<file path="src/rtl/vga_sync_tracker.sv">
// Receiver-side sync checker: measures sync pulse width and line period on one axis,
// declares lock after a run of good lines and regenerates the active-region position.
module vga_sync_tracker #(
   parameter int SYNC_PULSE    = 96,
   parameter int BACK_PORCH    = 48,
   parameter int ACTIVE_REGION = 640,
   parameter int FRONT_PORCH   = 16,
   parameter int POS_SIZE      = 9,
   parameter int COUNT_SIZE    = 10,
   parameter int LOCK_LINES    = 3
) (
   input  logic                  pixel_clock,
   input  logic                  reset,
   input  logic                  sync_in,
   output logic [POS_SIZE:0]     pos,
   output logic                  active,
   output logic                  locked,
   output logic                  error,
   output logic [COUNT_SIZE:0]   measured_pulse,
   output logic [COUNT_SIZE:0]   measured_length
);

   localparam int LINE_LENGTH = SYNC_PULSE + BACK_PORCH + ACTIVE_REGION + FRONT_PORCH;
   localparam int ACT_START   = SYNC_PULSE + BACK_PORCH;
   localparam int TIMEOUT     = 2 * LINE_LENGTH;
   localparam int CW          = COUNT_SIZE + 1;
   localparam int PW          = POS_SIZE + 1;

   localparam logic [COUNT_SIZE:0] LINE_LEN_C   = CW'(LINE_LENGTH);
   localparam logic [COUNT_SIZE:0] SYNC_PULSE_C = CW'(SYNC_PULSE);
   localparam logic [COUNT_SIZE:0] ACT_START_C  = CW'(ACT_START);
   localparam logic [COUNT_SIZE:0] ACT_END_C    = CW'(ACT_START + ACTIVE_REGION);
   localparam logic [COUNT_SIZE:0] TIMEOUT_M1_C = CW'(TIMEOUT - 1);
   localparam logic [3:0]          LOCK_LINES_C = 4'(LOCK_LINES);

   typedef enum logic [1:0] {
      HUNT    = 2'd0,
      MEASURE = 2'd1,
      LOCKED  = 2'd2
   } state_t;

   state_t              state_q;
   logic                sync_q;
   logic [COUNT_SIZE:0] count_q, count_d, count_inc;
   logic [COUNT_SIZE:0] pulse_q, length_q;
   logic [3:0]          good_q, good_inc;
   logic [POS_SIZE:0]   pos_q, pos_d;
   logic                active_q, locked_q, error_q;
   logic                fall, rise, cnt_max, timeout, line_good, pos_en, in_window;

   always_comb begin
      fall      = sync_q & ~sync_in;
      rise      = ~sync_q & sync_in;
      count_inc = count_q + CW'(1);
      cnt_max   = (count_q == TIMEOUT_M1_C);
      // A fall landing on the last count wins over the timeout
      timeout   = (state_q != HUNT) && cnt_max && !fall;
      line_good = (count_inc == LINE_LEN_C) && (pulse_q == SYNC_PULSE_C);
      good_inc  = good_q + 4'd1;

      count_d = count_inc;
      if (state_q == HUNT || fall || timeout) begin
         count_d = '0;
      end else if (cnt_max) begin
         count_d = count_q;
      end

      pos_en    = (state_q == LOCKED) && !timeout && !(fall && !line_good);
      in_window = (count_d >= ACT_START_C) && (count_d < ACT_END_C);
      pos_d     = PW'(count_d - ACT_START_C);
   end

   always_ff @(posedge pixel_clock or negedge reset) begin
      if (!reset) begin
         state_q  <= HUNT;
         sync_q   <= 1'b0;
         count_q  <= '0;
         good_q   <= '0;
         pulse_q  <= '0;
         length_q <= '0;
         pos_q    <= '1;
         active_q <= 1'b0;
         locked_q <= 1'b0;
         error_q  <= 1'b0;
      end else begin
         sync_q  <= sync_in;
         count_q <= count_d;
         error_q <= 1'b0;

         if (rise) begin
            pulse_q <= count_inc;
         end

         case (state_q)
            HUNT: begin
               good_q <= '0;
               if (fall) begin
                  state_q <= MEASURE;
               end
            end
            MEASURE: begin
               if (fall) begin
                  length_q <= count_inc;
                  if (line_good) begin
                     good_q <= good_inc;
                     if (good_inc == LOCK_LINES_C) begin
                        state_q  <= LOCKED;
                        locked_q <= 1'b1;
                     end
                  end else begin
                     good_q  <= '0;
                     error_q <= 1'b1;
                  end
               end else if (timeout) begin
                  state_q  <= HUNT;
                  error_q  <= 1'b1;
                  locked_q <= 1'b0;
                  good_q   <= '0;
               end
            end
            LOCKED: begin
               if (fall) begin
                  length_q <= count_inc;
                  if (!line_good) begin
                     state_q  <= MEASURE;
                     error_q  <= 1'b1;
                     locked_q <= 1'b0;
                     good_q   <= '0;
                  end
               end else if (timeout) begin
                  state_q  <= HUNT;
                  error_q  <= 1'b1;
                  locked_q <= 1'b0;
                  good_q   <= '0;
               end
            end
            default: begin
               state_q  <= HUNT;
               locked_q <= 1'b0;
               good_q   <= '0;
            end
         endcase

         // Position tracks the count being loaded now, so pos=0 lands on the ACT_START sample
         if (pos_en && in_window) begin
            pos_q    <= pos_d;
            active_q <= 1'b1;
         end else begin
            pos_q    <= '1;
            active_q <= 1'b0;
         end
      end
   end

   assign pos             = pos_q;
   assign active          = active_q;
   assign locked          = locked_q;
   assign error           = error_q;
   assign measured_pulse  = pulse_q;
   assign measured_length = length_q;

endmodule

</file>
<file path="config.mk">
export PLATFORM = sky130hd
export DESIGN_NAME = vga_sync_tracker
export DESIGN_NICKNAME = d
export VERILOG_FILES = /design/src/rtl/vga_sync_tracker.sv
export SDC_FILE = /design/constraint.sdc
export NUM_CORES = 1
export LEC_CHECK = 0
export ABC_AREA = 1
export BUFFER_PORTS_ARGS = -buffer_cell sky130_fd_sc_hd__buf_2
export CAP_MARGIN = 10
export CORE_MARGIN = 2
export CORE_UTILIZATION = 50
export CTS_CLUSTER_SIZE = 12
export DETAILED_ROUTE_END_ITERATION = 7
export GPL_TIMING_DRIVEN = 0
export PLACE_DENSITY = 0.74
export SYNTH_ARGS = -nofsm -noshare
export SYNTH_HDL_FRONTEND = slang
export SYNTH_SLANG_ARGS = --single-unit
export TNS_END_PERCENT = 100
</file>
<file path="constraint.sdc">
create_clock -name pixel_clock -period 2.7 [get_ports pixel_clock]
set_clock_uncertainty 0.05 [all_clocks]
set_input_delay 0.135 -clock pixel_clock [delete_from_list [all_inputs] [get_ports pixel_clock]]
set_output_delay 0.135 -clock pixel_clock [all_outputs]
set_load 0.02 [all_outputs]
</file>
==> impl_metrics.json <==
{
  "synth_seq_cells": 53,
  "grt_pass1_vias": 2145,
  "routedLengthMet1_um": 2587,
  "finalCoreUtilization": 0.5921,
  "wl_per_cell_um": 12.07,
  "powerDensity_nw_per_um2": 660.9,
  "routabilityCongestion": 0.8996,
  "clock-sinks": 53,
  "synthTopCellsByArea": "dfrtp_1 (39%), nand2_1 (14%), dfstp_2 (9.4%), inv_1 (7.1%), o21ai_0 (5.4%)",
  "synth_nets": 362,
  "tightest_slew_ns": 0.5908,
  "routed.top_layer": "met4",
  "yosysTopAreaCellShare": 0.3863,
  "fin_total_pwr_uw": 2128,
  "postCtsSetupBuffers": 0,
  "wl_um": 5659,
  "htree_levels": 2,
  "max-vdd-ir-drop_mv": 0.4063,
  "maxSlewHeadroom": 0.6048,
  "insertion_delay_ns": 0.30,
  "comb_power_share": 0.297,
  "hold_ws_ns": 0.2574,
  "grt_pass1_wl_um": 9501,
  "cpMostUsedCell": "inv_1",
  "antenna_found_initial": 0,
  "synthDistinctLibCells": 29,
  "p_switching_uw": 750.5,
  "critPathMaxStageDelay_ns": 0.53,
  "start_util": 0.5121,
  "vias": 2303,
  "wl_met3_um": 225,
  "required_ns": 2.89,
  "clock_path_buffers": 2,
  "numCtsBuffers": 5,
  "critPathCaptureType": "register",
  "hold_viol_final": 0,
  "area_delta_synth_final_pct": 15.63,
  "root_buffer": "clkbuf_8",
  "drc_errors": 0,
  "die_h_um": 78.64,
  "nets": 409,
  "ys_seq_area_frac": 0.4807,
  "drive_above_1_share": 0.1889,
  "setup_viol": 0,
  "start_kind": "input port",
  "seqPwrFrac": 0.445,
  "grt_overflow": 0,
  "synth.avg_cell_area_um2": 7.980,
  "cp.arrival_ns": 2.71,
  "grt_start_max_net_pins": 54,
  "num_rows": 27,
  "yosys_warnings": 0,
  "min_period_ns": 2.519,
  "port_buffers": 37,
  "power.share.clock": 0.259,
  "rsz0062_at_grt": "no",
  "sw_frac_of_total": 0.3526,
  "avgViaCountPerCell": 4.910,
  "placed_area_um2": 3060,
  "wl_met2_um": 2734,
  "hold_path_class": "in -> async",
  "antenna_left": 0,
  "status": "complete, no violations",
  "syn_area_um2": 2785,
  "maxCapViolCount": 0,
  "gr-usage-all-layers": 0.1975,
  "first_pass_iters": 4,
  "io_pins": 38,
  "cts_tree": "done",
  "path_class": "in -> reg",
  "die-area_um2": 6183,
  "p_leak_uw": 0.001632,
  "fin_tns_setup_ns": 0,
  "diodes": 0,
  "slew_viol_final": 0,
  "post-route-period-util": 0.9329,
  "fmax_mhz": 397.0,
  "drt_iter0_drc": 112,
  "p_int_uw": 1378,
  "synth.largest_area_cell": "dfrtp_1",
  "clk_pin_slew_ns": 0.09,
  "die_w_um": 78.64,
  "post-dp-hpwl_um": 4283,
  "design_area_um2": 3221,
  "cp_slowest_cell": "dlygate4sd3_1",
  "syn_inst": 349,
  "core_um2": 5439,
  "crit_fanout": 10,
  "crit_chain": "dlygate4sd3_1 -> buf_2 -> inv_1 -> nand2_2 -> inv_1 -> nor2_1 -> inv_1 -> a21oi_1 -> nand2_1 -> inv_1 -> ha_1 -> nand4_1 -> a21oi_1 -> nand3_1 -> nand4_4 -> and2_1"
}
critical path, delay by kind of cell:
| family | cells | cell delay [ns] |
|---|---|---|
| fa+ha+maj | 1 | 0.16 |
| simple gates | 7 | 1.06 |
| compound gates | 2 | 0.31 |
| buf+inv | 6 | 1.04 |
cell type report:
| type | instances | area [um^2] |
|---|---|---|
| timing repair buffer | 40 | 225.2 |
| sequential | 53 | 1340 |
| clock buffer | 7 | 86.33 |
| fill | 500 | 2218 |
| clock inverter | 1 | 30.03 |
| inverter | 54 | 202.7 |
| multi-input combinational | 238 | 1227 |
| buffer | 4 | 18.77 |
| tap | 72 | 90.09 |
placed cells by master, fill, tap and decap left out, types with 2 or more instances in the layout:
cell,count
xor2_1,3
nand3_1,21
nor2_1,27
nor2_4,3
nand3b_1,5
a21oi_1,6
dfstp_2,10
ha_1,9
xnor2_1,2
nand2_2,5
nor3_1,2
nand2_1,101
o21ai_0,30
nor2_2,4
clkbuf_1,4
o21ai_1,2
inv_1,53
clkbuf_8,6
dlygate4sd3_1,2
nand4_1,9
buf_2,37
dfrtp_1,42
state kept, by name (all words and copies together) (netlist names):
| signal | flops |
|---|---|
| measured_pulse | 11 |
| locked | 1 |
| sync_q | 1 |
| count_q | 11 |
| error | 1 |
| state_q | 2 |
| good_q | 4 |
| active | 1 |
| measured_length | 11 |
| pos | 10 |
path summary, 6_finish.rpt:
path	from	slack (ns)	end	depth (start not counted)
max in group asynchronous	reset	1.72	pos[8]	3
worst min register to register	measured_length[1]	0.43	measured_length[1]	2
worst max-delay path	sync_in	0.18	active	16
worst max register to register	state_q[0]	0.19	active	13
min in group pixel_clock	measured_length[1]	0.43	measured_length[1]	2
worst min-delay path	reset	0.26	good_q[2]	2
synthesized netlist by cell type:
| cell type | number |
|---|---|
| dfrtp_1 | 43 |
| nor2_2 | 4 |
| nor3_4 | 1 |
| nand2_2 | 5 |
| nand2_4 | 1 |
| nor3b_1 | 1 |
| and2_1 | 1 |
| ha_1 | 10 |
| o21ai_1 | 2 |
| dfstp_2 | 10 |
| nor2_1 | 27 |
| o21ai_0 | 30 |
| nand4_1 | 9 |
| nor2_4 | 3 |
| nand4_4 | 1 |
| xor2_1 | 3 |
| inv_2 | 1 |
| nand3_1 | 21 |
| xnor2_1 | 2 |
| nand3_2 | 1 |
| nor4_1 | 1 |
| nand3b_1 | 5 |
| buf_4 | 1 |
| inv_1 | 53 |
| nor3_1 | 2 |
| clkbuf_1 | 3 |
| a211oi_1 | 1 |
| nand2_1 | 101 |
| a21oi_1 | 6 |
metrics by stage:
stage          std cells  worst slack [ns]
4_1_cts              467           0.06784
2_1_floorplan        349            0.5371
6_report             469            0.1811
3_3_place_gp         458            0.1569
3_5_place_dp         458            0.1120
5_1_grt              469          0.003637
kinds of logic after synthesis:
group / Yosys count / share of synthesized area
flops: 53 / 0.4807
buf+inv: 58 / 0.07951
compound gates: 39 / 0.07098
simple gates: 184 / 0.3082
xor+xnor: 5 / 0.01573
fa+ha+maj: 10 / 0.04492
timing repair:
item                                    in CTS  in global routing
endpoints found under the setup margin       0                 10
gates resized for setup                      0                  2
hold buffers                                 1                  1
hold endpoints to repair                     1                 20
routing by layer:
| metal | vias up | global-route usage |
|---|---|---|
| li1 | 1185 | - |
| met1 | 1068 | 0.2506 |
| met2 | 43 | 0.3308 |
| met3 | 7 | 0.03563 |
| met4 | 0 | 0.08596 |
| met5 | - | 0 |
power by group through the flow:
stage	Clock (uW)	Combinational [uW]	Sequential, uW
floorplan	0	401	1010
global placement	0	615	958
detailed placement	0	631	961
CTS	565	632	947
global route	598	720	959
finish	551	631	947
(Power assumes the default switching activity.)
